## config.mk

```make
export PLATFORM = sky130hd
export DESIGN_NAME = stage_if
export DESIGN_NICKNAME = d
export VERILOG_FILES = /design/src/rtl/stage_if.sv
export SDC_FILE = /design/constraint.sdc
export NUM_CORES = 1
export LEC_CHECK = 0
export CAP_MARGIN = 20
export CELL_PAD_IN_SITES_DETAIL_PLACEMENT = 2
export CELL_PAD_IN_SITES_GLOBAL_PLACEMENT = 2
export CORE_ASPECT_RATIO = 1.2
export CORE_MARGIN = 4
export CORE_UTILIZATION = 36
export CTS_CLUSTER_DIAMETER = 30
export DETAILED_ROUTE_END_ITERATION = 6
export PLACE_DENSITY_LB_ADDON = 0.1
export SLEW_MARGIN = 20
export SYNTH_ARGS = -nofsm -noshare
export SYNTH_HDL_FRONTEND = slang
export SYNTH_SLANG_ARGS = --single-unit
```

## constraint.sdc

```tcl
create_clock -name clk -period 6.8 [get_ports clk]
set_input_delay 2.04 -clock clk [delete_from_list [all_inputs] [get_ports clk]]
set_output_delay 2.04 -clock clk [all_outputs]
set_load 0.02 [all_outputs]
```

## src/rtl/stage_if.sv

```systemverilog
// Instruction-fetch stage: owns the PC, fetches words over a req/ack port and
// hands {next_pc, instr} to decode through a registered slot with a 1-entry skid.
module stage_if #(
  parameter logic [31:0] RESET_PC  = 32'hBFC0_0000,
  parameter logic [31:0] NOP_INSTR = 32'h0000_0000
) (
  input  logic        clk,
  input  logic        rst,
  input  logic        stall,
  input  logic        branch_taken,
  input  logic [31:0] branch_dest,
  output logic        imem_req,
  output logic [31:0] imem_addr,
  input  logic        imem_ack,
  input  logic [31:0] imem_rdata,
  output logic        if2id_valid,
  output logic [31:0] if2id_next_pc,
  output logic [31:0] if2id_instr,
  output logic        if2id_addr_err
);

  localparam int unsigned XLEN = 32;

  typedef enum logic [1:0] {
    FETCH = 2'd0,
    HOLD  = 2'd1,
    DRAIN = 2'd2,
    HALT  = 2'd3
  } state_t;

  state_t            state_q, state_d;
  logic [XLEN-1:0]   pc_q, pc_d;
  logic [XLEN-1:0]   drain_addr_q, drain_addr_d;
  logic [XLEN-1:0]   skid_pc_q, skid_pc_d;
  logic [XLEN-1:0]   skid_instr_q, skid_instr_d;
  logic              valid_d, err_d;
  logic [XLEN-1:0]   next_pc_d, instr_d;

  logic              aligned, xfer, consume, slot_free;
  logic [XLEN-1:0]   pc_plus4;

  // Memory port is combinational from registered state, gated off during reset.
  assign aligned   = (pc_q[1:0] == 2'b00);
  assign imem_addr = (state_q == DRAIN) ? drain_addr_q : pc_q;
  assign imem_req  = rst & (((state_q == FETCH) & aligned) | (state_q == DRAIN));
  assign xfer      = imem_req & imem_ack;
  assign consume   = if2id_valid & ~stall;
  assign slot_free = ~if2id_valid | ~stall;
  assign pc_plus4  = pc_q + XLEN'(4);

  // Next-state, PC, skid and slot update; redirect dominates stall and ack.
  always_comb begin
    state_d      = state_q;
    pc_d         = pc_q;
    drain_addr_d = drain_addr_q;
    skid_pc_d    = skid_pc_q;
    skid_instr_d = skid_instr_q;
    valid_d      = if2id_valid;
    next_pc_d    = if2id_next_pc;
    instr_d      = if2id_instr;
    err_d        = if2id_addr_err;

    if (branch_taken) begin
      valid_d = 1'b0;
      err_d   = 1'b0;
      pc_d    = branch_dest;
      unique case (state_q)
        FETCH: begin
          // An in-flight request cannot be withdrawn; finish it at the old address.
          if (imem_req && !imem_ack) begin
            state_d      = DRAIN;
            drain_addr_d = pc_q;
          end else begin
            state_d = FETCH;
          end
        end
        DRAIN:   state_d = xfer ? FETCH : DRAIN;
        default: state_d = FETCH;
      endcase
    end else begin
      unique case (state_q)
        FETCH: begin
          if (!aligned) begin
            if (slot_free) begin
              valid_d   = 1'b1;
              next_pc_d = pc_q;
              instr_d   = NOP_INSTR;
              err_d     = 1'b1;
              state_d   = HALT;
            end
          end else if (xfer) begin
            pc_d = pc_plus4;
            if (slot_free) begin
              valid_d   = 1'b1;
              next_pc_d = pc_plus4;
              instr_d   = imem_rdata;
              err_d     = 1'b0;
            end else begin
              skid_pc_d    = pc_plus4;
              skid_instr_d = imem_rdata;
              state_d      = HOLD;
            end
          end else if (consume) begin
            valid_d = 1'b0;
          end
        end
        HOLD: begin
          if (!stall) begin
            valid_d   = 1'b1;
            next_pc_d = skid_pc_q;
            instr_d   = skid_instr_q;
            err_d     = 1'b0;
            state_d   = FETCH;
          end
        end
        DRAIN: begin
          if (xfer) state_d = FETCH;
        end
        HALT: begin
          if (consume) valid_d = 1'b0;
        end
        default: state_d = FETCH;
      endcase
    end
  end

  always_ff @(posedge clk or negedge rst) begin
    if (!rst) begin
      state_q        <= FETCH;
      pc_q           <= RESET_PC;
      drain_addr_q   <= '0;
      skid_pc_q      <= '0;
      skid_instr_q   <= '0;
      if2id_valid    <= 1'b0;
      if2id_next_pc  <= '0;
      if2id_instr    <= '0;
      if2id_addr_err <= 1'b0;
    end else begin
      state_q        <= state_d;
      pc_q           <= pc_d;
      drain_addr_q   <= drain_addr_d;
      skid_pc_q      <= skid_pc_d;
      skid_instr_q   <= skid_instr_d;
      if2id_valid    <= valid_d;
      if2id_next_pc  <= next_pc_d;
      if2id_instr    <= instr_d;
      if2id_addr_err <= err_d;
    end
  end

endmodule

```

==> metrics.md <==
| Metric | Value |
|---|---|
| Core Util, Final | `45.6%` |
| Largest net degree at the start of global routing | `150` |
| Avg Inst Size Synth | `9.43 um2` |
| Post-CTS Hold Fix Bufs | `0` |
| Ant diodes | `0` |
| Critical path type | `input port to output port` |
| Worst Reg-to-Reg Cells | `8` |
| Hold Vio Cnt, Final | `0` |
| Post-synth top area cell | `dfrtp_1` |
| Worst r2r src | `state_q[1]` |
| Reg-to-reg setup timing slack | `3410 ps` |
| Hold WC Path Type | `flip-flop to flip-flop` |
| DRC viols | `0` |
| Initial antenna violation count | `0` |
| Syn. warnings | `0` |
| Vias in the first global route | `8993` |
| Final Cell Area | `12500 um2` |
| PwrDens | `390 nW/um2` |
| Post-route minimum period | `5310 ps` |
| Area contributors post-synth | `dfrtp_1, nand2_1, mux2_2, xnor2_1, nor2_1` |
| Total power draw | `4.86 mW` |
| ANT nets after route | `0` |
| Via density per instance | `5.33` |
| Cts repair resizes | `0` |
| Clk slew on worst S/H paths | `70 ps` |
| Layout cells sized above 1 | `12.1%` |
| Tcrit/Tclk final | `78.1%` |
| Die span in y | `191 um` |
| Grt ovf | `0` |
| Clk sinks | `196` |
| Final #Nets | `1242` |
| Die area | `30800 um2` |
| Internal power | `3.00 mW` |
| Post-synth EDFFs | `0` |
| Setup TNS | `0 ps` |
| Leakage Power | `5.18 nW` |
| Total Routing Usage GR | `20.6%` |
| Slew Viols, Final | `0` |
| Clk network pwr share | `21.3%` |
| DR WL/cell | `20.3 um` |
| Post-synth net total | `1143` |
| Critical Path Start Type | `input port` |
| Switching part of the total | `38.3%` |
| Async SR Flop Fraction | `100%` |
| Seq/Total Area, Yosys | `48.8%` |
| Total number of vias | `8291` |
| Mapped Cells | `1069` |
| Cell Rows | `66` |
| Dpl hpwl | `21200 um` |
| Hold Crit Depth | `2` |
| Reg power frac | `36.8%` |
| Comb pwr share | `41.9%` |
| CP arrival | `3270 ps` |
| Share of the synthesized area in the top cell type | `46.4%` |
| Peak Freq | `0.188 GHz` |
| Yosys cell types | `63` |
| RSZ-0062 raised after global routing | `no` |
| Area Overhead vs Synth | `23.6%` |
| Reg2reg end | `if2id_instr[12]` |
| Worst Tran Pin Value | `1000 ps` |
| CTS max path bufs | `2` |
| CTS tree | `built` |
| H-Tree Depth | `4` |
| WL final | `31600 um` |
| Final Wtd Congestion | `0.775` |
| 1st-iter DRT viols | `337` |
| Worst clock skew | `12.0 ps` |
| Clk Tree Root Cell | `clkbuf_16` |
| Yosys reg bits | `196` |
| Placeable Area | `27300 um2` |
| CP Capture Type | `output port` |
| Cell area after synthesis | `10100 um2` |
| Post-CTS Setup Inserts | `0` |
| CTS buffer count | `17` |
| Max Cap Viol | `0` |
| First-pass GRT wire length | `50900 um` |
| Input/output buffers | `167` |
| Max_slew headroom | `33.3%` |
| IR Drop Worst-Case VDD | `0.170 mV` |
| Crit path capture | `imem_req` |
| Ports | `168` |
| Die X-Extent | `161 um` |
| NetSw | `1.86 mW` |
| 1st-pass router iterations | `4` |
| Outcome | `completed` |
| Top FF cell, synth | `dfrtp_1` |
| Critical path launch point | `rst` |
| Final Setup Violations | `0` |
| Initial core utilization | `36.9%` |
| Clk Latency, worst-skew pair | `440 ps` |
| Worst EP required | `4760 ps` |
| Post-DP Area | `11900 um2` |
| CP max FO | `53` |
layout by cell type, fill, tap and decap left out, types with 29 or more instances in the layout:
cell	instances
nand2_1	214
dfrtp_1	187
clkdlybuf4s50_1	165
nor2_1	99
o21ai_0	66
mux2_2	63
xnor2_1	44
a221oi_1	34
o21ai_1	31
xor2_1	29
layout make-up:
cell class,instances,area (um2)
fillers,2959,14900
flip-flops and latches,196,4920
multi-input cells,767,4700
repair buffers,178,1770
well taps,374,468
clock buffers,18,429
clock inverters,14,148
inverters,8,30.0
per-stage QoR:
step                      setup slack (ps)  hold slack [ps]  std cells
after floorplan                       2510              446       1069
after global placement                1480              453       1523
after detailed placement              1460              460       1523
after CTS                             1460              477       1555
after global routing                  1400              496       1555
final                                 1490              471       1555
state kept, by name, indices dropped and copies added, names as in the netlist:
register / flops
drain_addr_q: 32
if2id_instr: 32
if2id_next_pc: 32
pc_q: 32
skid_instr_q: 32
skid_pc_q: 32
state_q: 2
if2id_addr_err: 1
if2id_valid: 1
logic make-up after synthesis:
kind of cell / count (synthesis) / synth area share, %
DFF: 196 / 48.8
buffers and inverters: 106 / 4.85
adders and majority gates: 5 / 0.621
AOI/OAI and AO/OA: 186 / 11.8
muxes: 71 / 7.83
and+or+nand+nor: 432 / 19.8
xor gates and xnor gates: 73 / 6.34
critical path, stage by stage:
cell and delay [ps]:
clkbuf_8 370, o21a_1 200, clkdlybuf4s50_1 600
routing by layer:
| metal | track usage, % | vias up | share of wire (%) |
|---|---|---|---|
| li1 | - | 3869 | - |
| met1 | 29.3 | 4261 | 49 |
| met2 | 34.0 | 149 | 48 |
| met3 | 2.76 | 12 | 2.7 |
| met4 | 3.91 | 0 | 0.60 |
| met5 | 0 | - | 0 |
synthesized netlist by cell type, types with 9 or more instances:
library cell,number
and2_1,9
xor2_1,29
mux2_2,63
nor2_1,101
nand3_1,26
nand2_1,215
nand4_1,18
nor3_1,13
dfrtp_1,187
a21oi_1,14
o21ai_0,66
xnor2_1,44
clkbuf_1,46
a221oi_1,34
buf_2,40
o21ai_1,31
dfstp_2,9
power by group through the flow:
stage               sequential, mW  combinational, mW  clock (mW)
finish                        1.79               2.04        1.03
detailed placement            1.82               2.07           0
global placement              1.80               2.01           0
floorplan                     1.95               1.01           0
global route                  1.84               2.23        1.11
CTS                           1.80               2.08        1.07
worst min-delay path by stage:
stage,start,endpoint
2_1_floorplan,skid_instr_q[0],skid_instr_q[0]
6_report,if2id_next_pc[25],if2id_next_pc[25]
3_3_place_gp,if2id_next_pc[25],if2id_next_pc[25]
5_1_grt,if2id_next_pc[25],if2id_next_pc[25]
3_5_place_dp,if2id_next_pc[25],if2id_next_pc[25]
4_1_cts,if2id_next_pc[25],if2id_next_pc[25]
No activity file was read; power rests on OpenSTA's default activity.
